[src/rtl/ws2812_feeder.sv]
// ---------------------------------------------------------------------------
// ws2812_feeder
//
// Store-and-forward buffer between a UART receiver and a ws2812 bit encoder.
// Received bytes are gathered into frames. A frame is closed by an end-of-frame
// marker, written either after IDLE_TIMEOUT quiet cycles or when the buffer is
// about to fill. The encoder only sees a frame once its marker is in the FIFO,
// so it can never run dry in the middle of a frame.
//
// Each FIFO entry is {marker, byte}. A marker entry is presented to the
// encoder as latch=1 with data=0.
//
// Parameters
//   DEPTH         FIFO entries (power of two, >= 4)
//   IDLE_TIMEOUT  quiet rx cycles that close an open frame (>= 2)
//
// Ports
//   clk          sole clock, rising edge
//   reset        synchronous active-high reset
//   rx_data      received UART byte
//   rx_valid     one-cycle strobe qualifying rx_data
//   data         byte presented to the encoder
//   latch        latch/reset request presented to the encoder
//   next         one-cycle strobe: encoder consumed data/latch this cycle
//   overflow     sticky error flag (byte dropped or frame split)
//   frames_sent  16-bit count of completed frames, only when
//                WS2812_FEEDER_STATS_EN is defined
// ---------------------------------------------------------------------------
module ws2812_feeder #(
  parameter int DEPTH        = 16,
  parameter int IDLE_TIMEOUT = 1000
) (
  input  logic        clk,
  input  logic        reset,
  input  logic [7:0]  rx_data,
  input  logic        rx_valid,
  output logic [7:0]  data,
  output logic        latch,
  input  logic        next,
  output logic        overflow
`ifdef WS2812_FEEDER_STATS_EN
  ,
  output logic [15:0] frames_sent
`endif
);

  localparam int AW = $clog2(DEPTH);
  localparam int CW = $clog2(DEPTH + 1);
  localparam int IW = $clog2(IDLE_TIMEOUT);

  typedef enum logic {
    ST_IDLE,
    ST_DRAIN
  } state_t;

  // Storage and bookkeeping
  logic [8:0]    mem [DEPTH];
  logic [AW-1:0] wr_ptr;
  logic [AW-1:0] rd_ptr;
  logic [CW-1:0] count;
  logic [CW-1:0] frames_pending;
  logic [IW-1:0] idle_cnt;
  logic          open_frame;
  state_t        state;

  // Per-cycle decisions
  logic          accept;
  logic          timeout_mark;
  logic          force_mark;
  logic          mark_wr;
  logic          push;
  logic [8:0]    wr_entry;
  logic          pop;
  logic          pop_mark;
  logic [8:0]    head;
  logic [8:0]    head_next;
  logic [AW-1:0] rd_next;

  always_comb begin
    // Data bytes may only use DEPTH-1 slots; the last slot is kept so the
    // marker that closes the frame always has somewhere to go.
    accept       = rx_valid && (count < CW'(DEPTH - 1));
    timeout_mark = open_frame && !rx_valid && (idle_cnt == IW'(IDLE_TIMEOUT - 1));
    // With nothing pending the drain side cannot free space, so an open frame
    // that fills the buffer must be split or the buffer would deadlock.
    force_mark   = open_frame && (count == CW'(DEPTH - 1)) && (frames_pending == '0);
    mark_wr      = timeout_mark || force_mark;
    // accept and force_mark are mutually exclusive (count < vs == DEPTH-1) and
    // timeout_mark needs rx_valid low, so at most one entry is written per cycle.
    push         = accept || mark_wr;
    wr_entry     = mark_wr ? 9'h100 : {1'b0, rx_data};
    pop          = (state == ST_DRAIN) && next;
    rd_next      = rd_ptr + 1'b1;
    head         = mem[rd_ptr];
    head_next    = mem[rd_next];
    pop_mark     = pop && head[8];
  end

  // NOTE: the storage array has no reset; pointers and count define which
  // entries are valid, and leaving it unreset lets it map onto plain RAM.
  always_ff @(posedge clk) begin
    if (!reset && push) begin
      mem[wr_ptr] <= wr_entry;
    end
  end

  // NOTE: every register below uses non-blocking assignment so all state
  // updates see the values from before this edge, regardless of order.
  always_ff @(posedge clk) begin
    if (reset) begin
      wr_ptr         <= '0;
      rd_ptr         <= '0;
      count          <= '0;
      frames_pending <= '0;
      idle_cnt       <= '0;
      open_frame     <= 1'b0;
      overflow       <= 1'b0;
      state          <= ST_IDLE;
      data           <= 8'h00;
      latch          <= 1'b1;
`ifdef WS2812_FEEDER_STATS_EN
      frames_sent    <= '0;
`endif
    end else begin
      if (push) begin
        wr_ptr <= wr_ptr + 1'b1;
      end
      if (pop) begin
        rd_ptr <= rd_next;
      end

      case ({push, pop})
        2'b10:   count <= count + 1'b1;
        2'b01:   count <= count - 1'b1;
        default: count <= count;
      endcase

      case ({mark_wr, pop_mark})
        2'b10:   frames_pending <= frames_pending + 1'b1;
        2'b01:   frames_pending <= frames_pending - 1'b1;
        default: frames_pending <= frames_pending;
      endcase

      if ((rx_valid && !accept) || force_mark) begin
        overflow <= 1'b1;
      end

      if (mark_wr) begin
        open_frame <= 1'b0;
      end else if (accept) begin
        open_frame <= 1'b1;
      end

      if (accept || mark_wr) begin
        idle_cnt <= '0;
      end else if (open_frame && !rx_valid) begin
        idle_cnt <= idle_cnt + 1'b1;
      end

      // Outputs are registered: on every transition the entry that becomes
      // the head on the next cycle is loaded straight from the array.
      case (state)
        ST_IDLE: begin
          data  <= 8'h00;
          latch <= 1'b1;
          if (frames_pending != '0) begin
            state <= ST_DRAIN;
            data  <= head[7:0];
            latch <= head[8];
          end
        end
        ST_DRAIN: begin
          if (pop) begin
            if (head[8]) begin
              state <= ST_IDLE;
              data  <= 8'h00;
              latch <= 1'b1;
            end else begin
              // The current frame's marker is still behind the head, so the
              // following entry is always valid here.
              data  <= head_next[7:0];
              latch <= head_next[8];
            end
          end
        end
        default: begin
          state <= ST_IDLE;
          data  <= 8'h00;
          latch <= 1'b1;
        end
      endcase

`ifdef WS2812_FEEDER_STATS_EN
      if (pop_mark) begin
        frames_sent <= frames_sent + 1'b1;
      end
`endif
    end
  end

endmodule

[config.mk]
export PLATFORM = sky130hd
export DESIGN_NAME = ws2812_feeder
export DESIGN_NICKNAME = d
export VERILOG_FILES = /design/src/rtl/ws2812_feeder.sv
export SDC_FILE = /design/constraint.sdc
export NUM_CORES = 1
export LEC_CHECK = 0
export BUFFER_PORTS_ARGS = -buffer_cell sky130_fd_sc_hd__buf_2
export CAP_MARGIN = 20
export CORE_UTILIZATION = 45
export DETAILED_ROUTE_END_ITERATION = 16
export HOLD_SLACK_MARGIN = 0.1
export SETUP_SLACK_MARGIN = 0.02
export SLEW_MARGIN = 20
export SYNTH_ARGS = -nofsm -noshare
export SYNTH_HDL_FRONTEND = slang
export SYNTH_SLANG_ARGS = --single-unit
[constraint.sdc]
create_clock -name clk -period 3.8 [get_ports clk]
set_input_delay 0.19 -clock clk [delete_from_list [all_inputs] [get_ports clk]]
set_output_delay 0.19 -clock clk [all_outputs]
set_load 0.03 [all_outputs]
### Yosys cells after proc, flatten, opt, wreduce, memory -nomap -nowiden

Memory sizes are Yosys's and may differ from the RTL's. A register that Yosys moved wholly into a read port is not among the register bits.
Index checks and enable logic that the tools add are counted.

| word-level totals | value |
|---|---|
| bits in registers | 40 |
| memory bits (writable) | 144 |
| bits of input ports | 12 |
| output and inout bits | 10 |
| word-level logic and storage cells | 67 |
| memories | 1 |

| cells by class | value |
|---|---|
| add/subtract/negate cells | 7 |
| $lt $le $gt $ge | 1 |
| equal/unequal tests | 7 |
| mux-type cells | 19 |
| bitwise operators | 1 |
| reductions and logical operators | 21 |

Memories:

| memory | words | bits a word | read ports | clocked after Yosys merged registers in | write ports | RTL line | source |
|---|---|---|---|---|---|---|---|
| mem | 16 | 9 | 2 | 1 | 1 | 57 | `logic [8:0] mem [DEPTH];` |

Operator list:

| cell | count |
|---|---|
| $mux W8 | 3 |
| $pmux W5 S2 | 2 |
| $pmux W8 S2 | 1 |
| $add A10 B1 Y10 const B | 1 |
| $add A5 B1 Y5 const B | 2 |
| $eq A10 B10 Y1 const B | 1 |
| $sub A5 B1 Y5 const B | 2 |
| $logic_and A1 B1 Y1 | 9 |
| $mux W9 | 1 |
| $add A4 B1 Y4 const B | 2 |
| $mux W1 | 8 |
| $mux W4 | 2 |
| $eq A5 B4 Y1 const B | 1 |
| $logic_not A5 Y1 | 1 |
| $lt A5 B4 Y1 const B | 1 |
| $reduce_bool A5 Y1 | 1 |
| $eq A2 B1 Y1 const B | 2 |
| $eq A2 B2 Y1 const B | 2 |
| $pmux W1 S2 | 2 |
| $reduce_bool A2 Y1 | 2 |
| $reduce_or A2 Y1 | 2 |
| $logic_not A1 Y1 | 3 |
| $logic_or A1 B1 Y1 | 3 |
| $ne A2 B1 Y1 const B | 1 |
| $not A1 Y1 | 1 |

### Longest topological paths before layout

| logic depth | value |
|---|---|
| depth after elaboration | 8 |
| gate-level depth with buffers | 15 |
| gate-level depth less buffers | 13 |

### Worst setup path after synthesis

OpenSTA, ideal clock, no wires.

| timing path | value |
|---|---|
| path type | reg2reg |
| from | register frames_pending[0] |
| to | register count[4] |
| library setup time | 0.121 ns |
| arrival | 3.578 ns |
| data required time | 3.679 ns |
| setup slack | 0.102 ns |
| cell stages (with the launch flop) | 15 |
| buffers on the path | 2 |
| clock period less this slack | 3.698 ns |
| cells stage by stage | dfxtp_1 or4_4 or4_4 nand3_2 clkbuf_1 inv_1 ha_1 clkbuf_1 xor2_1 ha_1 o21ai_0 nand2b_1 and3_1 a2111oi_0 mux2_2 |

| on the way | value |
|---|---|
| cells in the longest elaborated chain, start to end | 6 |
| elaborated cells on any way between the ends | 8 |
| classes of those cells | 2 x eq/ne; 1 x mux; 5 x reduce/logical |

Ends and longest elaborated chain:

| item | RTL line | source |
|---|---|---|
| start, declared | 61 | `logic [CW-1:0] frames_pending;` |
| start signal, assigned | 139 | `2'b10: frames_pending <= frames_pending + 1'b1;` |
| start signal, assigned | 140 | `2'b01: frames_pending <= frames_pending - 1'b1;` |
| start signal, assigned | 141 | `default: frames_pending <= frames_pending;` |
| $logic_not A5 Y1 * | 86 | `force_mark = open_frame && (count == CW'(DEPTH - 1)) && (frames_pending == '0);` |
| $logic_and A1 B1 Y1 * | 86 |  |
| $logic_or A1 B1 Y1 * | 87 | `mark_wr = timeout_mark \|\| force_mark;` |
| $logic_or A1 B1 Y1 * | 90 | `push = accept \|\| mark_wr;` |
| $eq A2 B1 Y1 / $eq A2 B2 Y1 (equally long branches) | 132 | `case ({push, pop})` |
| $pmux W5 S2 / $reduce_bool A2 Y1 (equally long branches) | - |  |
| end signal, assigned | 133 | `2'b10: count <= count + 1'b1;` |
| end signal, assigned | 134 | `2'b01: count <= count - 1'b1;` |
| end signal, assigned | 135 | `default: count <= count;` |
| end, declared | 60 | `logic [CW-1:0] count;` |

Mark *: on every way between the ends. The rest lies on a longest branch, timed or not.
A chain may end at the register's enable or synchronous reset.

### Final worst setup path

Ends and elaborated chain as after synthesis.

==> metrics.md <==
| Metric | Value |
|---|---|
| Share of cells above drive strength 1 | `26.79%` |
| Rows | `51` |
| Pwr dens | `417.6 nW/um^2` |
| Final hold vios | `0` |
| Final setup vio count | `0` |
| Final GP Congestion | `0.8689` |
| PortBufs | `21` |
| CP endpoint | `count[4]` |
| Setup WS pre-CTS | `253.8 ps` |
| Synth warn | `0` |
| Unique cell type count in the Yosys netlist | `55` |
| Worst R2R End | `count[4]` |
| Final instance area | `10060 sq um` |
| First-pass GRT wire length | `33190 um` |
| Initial antenna violation count | `0` |
| Clock Latency Late Sink | `430 ps` |
| FFs w/ async S/R, synth | `0%` |
| Worst vdd ir | `0.2848 mV` |
| Post-synthesis sequential area ratio | `58.03%` |
| Die area | `20500 sq um` |
| CTS buffer count | `17` |
| Arrival time of the worst setup path | `3860 ps` |
| Setup TNS Final | `0 ps` |
| Largest net degree at the start of global routing | `39` |
| Inst Count DP | `858` |
| Die X-Extent | `143.2 um` |
| Worst Setup Path Type | `reg2reg` |
| Number of clock sinks | `188` |
| Iteration-0 DRC Markers | `596` |
| Sequential cell area | `5207 sq um` |
| I/O pin count | `22` |
| Crit Path Max Fanout | `8` |
| Syn Inst Count | `589` |
| DR pass1 iterations | `5` |
| Antenna Nets Post-Route | `0` |
| Post-route DRC | `0` |
| Final Cycle Share | `93.15%` |
| HPWL after DPL | `14130 um` |
| CP startpoint | `frames_pending[0]` |
| Total grt overflow | `0` |
| WHS | `232.2 ps` |
| Overall power | `4.203 mW` |
| Vias | `5500` |
| GRT Total Usage | `22.88%` |
| Clock slew at reported path FFs | `70 ps` |
| Hold Crit Class | `in2reg` |
| # H-tree levels | `4` |
| FF-to-FF Start | `frames_pending[0]` |
| #FFs+latches synth | `188` |
| Switch share | `20.43%` |
| Post-Layout Cell Count | `892` |
| Final worst path period need | `3540 ps` |
| Post-DP Area | `9404 sq um` |
| Slew @ Worst Pin | `920.8 ps` |
| Internal power | `3.344 mW` |
| Via/cell ratio | `6.166` |
| Worst reg2reg path depth | `11` |
| Crit path launch type | `flop` |
| Status | `completed` |
| Synth Area per Inst | `15.23 sq um` |
| Area grow syn2layout | `12.19%` |
| Crit path required time | `4120 ps` |
| CTS tree | `done` |
| Vias in the first global route | `5464` |
| Ys flop type | `edfxtp_1` |
| FF-to-FF setup slack | `260 ps` |
| EDFF count, synth | `144` |
| Sw Pwr | `0.8584 mW` |
| Post-layout utilization of the core | `51.54%` |
| Antenna diode count | `0` |
| CTS root buf | `clkbuf_16` |
| Setup Skew | `9.770 ps` |
| Unrepaired setup endpoints after global routing | `false` |
| Area of the multi-input gates | `3578 sq um` |
| Max-slew violations | `0` |
| Post-synthesis cell area | `8970 sq um` |
| Leakage | `3.288 nW` |
| Final nets | `641` |
| Highest clock rate | `282.5 MHz` |
| Combinational power share | `2.6%` |
| Relative slew slack | `38.39%` |
| Final-layout fill cell count | `1634` |
| Initial core utilization | `45.94%` |
| Total Wirelength | `21870 um` |
| Final worst setup slack | `260.2 ps` |
| Routed wire length per instance | `24.51 um` |
| Syn Nets | `616` |
| Crit. End Element | `flop` |
| Core area | `19530 sq um` |
| CTS max path bufs | `2` |
| Sequential Power Share | `53.2%` |
| Clock power frac | `44.2%` |
| Max-Cap Viols | `0` |
| Die Span Y | `143.2 um` |
[registers in the layout, summed over array words and instances, names as in the netlist, named ones only]
name and flops:
overflow 1, idle_cnt 10, count 5, wr_ptr 4, frames_pending 5, open_frame 1
state 1, rd_ptr 4, latch 1, mem 144, data 8
[Yosys cell counts, types with 3 or more instances]
cell type / n / area share, %
dfxtp_1: 44 / 9.8
a221o_1: 7 / 0.78
o22ai_1: 11 / 0.77
buf_2: 9 / 0.50
nor3_1: 30 / 1.7
and2_1: 3 / 0.21
o31ai_1: 4 / 0.33
nand2_1: 14 / 0.59
xor2_1: 12 / 1.2
a21oi_1: 9 / 0.50
nor4_1: 7 / 0.49
clkbuf_1: 21 / 0.88
nor2_1: 34 / 1.4
nor3b_1: 7 / 0.59
mux4_2: 70 / 18
xnor2_1: 6 / 0.59
mux2_2: 6 / 0.75
and3_2: 6 / 0.50
ha_1: 14 / 2.0
nand4_1: 6 / 0.42
buf_1: 4 / 0.17
and3_1: 21 / 1.5
nand2b_1: 7 / 0.49
mux2i_1: 21 / 2.3
o21ai_0: 8 / 0.45
a2111oi_0: 3 / 0.29
nor2b_1: 8 / 0.56
a31oi_1: 5 / 0.35
inv_1: 14 / 0.59
edfxtp_1: 144 / 48
[cells by family (layout without fill, tap and decap cells)]
kind of cell               count (synthesis)  after routing  synth area share (%)
DFF                                      188            188                 58.03
AOI/OAI and AO/OA                         63             63                 4.980
muxes                                     98             98                 20.84
adders and majority gates                 15             15                 2.176
xor gates and xnor gates                  18             18                 1.758
and+or+nand+nor                          158            158                 9.959
buffers and inverters                     49             87                 2.260
[final cells by class]
| cell class | count | area share, % |
|---|---|---|
| sequential | 188 | 51.75 |
| multi-input combinational | 352 | 35.56 |
| clock buffer | 25 | 5.781 |
| tap | 265 | 3.295 |
| timing repair buffer | 41 | 2.586 |
| inverter | 14 | 0.5222 |
| clock inverter | 7 | 0.5098 |
[what timing repair did]
action | 4_1_cts | 5_1_grt
setup endpoints to repair | 0 | 1
buffers inserted | 0 | 0
resized for setup | 0 | 2
endpoints found under the hold margin | 2 | 0
hold buffers | 2 | 0
[cells in the final DEF, fill, tap and decap left out, types with 3 or more instances in the layout]
cell type,netlist,routed
dfxtp_1,44,42
mux4_2,70,70
nor4_1,7,7
a21oi_1,9,9
inv_4,0,4
xor2_1,12,12
mux2_2,6,6
mux2i_1,21,21
o31ai_1,4,4
clkbuf_16,0,22
buf_4,0,18
nand2_1,14,14
buf_2,9,21
edfxtp_1,144,144
nand4_1,6,6
a31oi_1,5,5
nor3_1,30,30
nand2b_1,7,7
xnor2_1,6,6
nor2b_1,8,8
nor3b_1,7,7
inv_6,0,3
and3_1,21,21
and2_1,3,3
o22ai_1,11,11
inv_1,14,14
and3_2,6,6
o21ai_0,8,8
a221o_1,7,7
nor2_1,34,34
ha_1,14,13
[power by group through the flow]
stage                     clock network (mW)  logic [mW]  registers [mW]
after floorplan                            0      0.0763            2.28
after global placement                     0       0.105            2.28
after detailed placement                   0       0.108            2.28
after CTS                               1.88       0.109            2.24
after global routing                    1.95       0.121            2.24
final                                   1.86       0.109            2.24
[critical path, stage by stage (launching register included)]
cell and delay [ps]:
dfxtp_1 340, or4_4 570, or4_4 500, nand3_2 100, inv_1 60, ha_1 300, xor2_1 190, ha_1 210
a21boi_0 260, a311oi_1 150, a2111oi_2 370, mux2_2 380
[worst min-delay path by stage]
stage                 start       end  slack [ps]  cells after the start
finish                reset  count[1]         230                      2
floorplan              next     latch         350                      2
global placement    data[5]   data[5]         470                      1
global route          reset  count[1]         250                      2
detailed placement  data[7]   data[7]         470                      1
CTS                   reset  count[1]         210                      2
[per-layer routing]
| layer | vias up | routed length, um | track usage [%] |
|---|---|---|---|
| li1 | 2419 | - | - |
| met1 | 2805 | 9099 | 29.09 |
| met2 | 231 | 10800 | 37.95 |
| met3 | 45 | 1436 | 6.003 |
| met4 | 0 | 527 | 7.697 |
| met5 | - | 0 | 0 |
(Power assumes the default switching activity.)
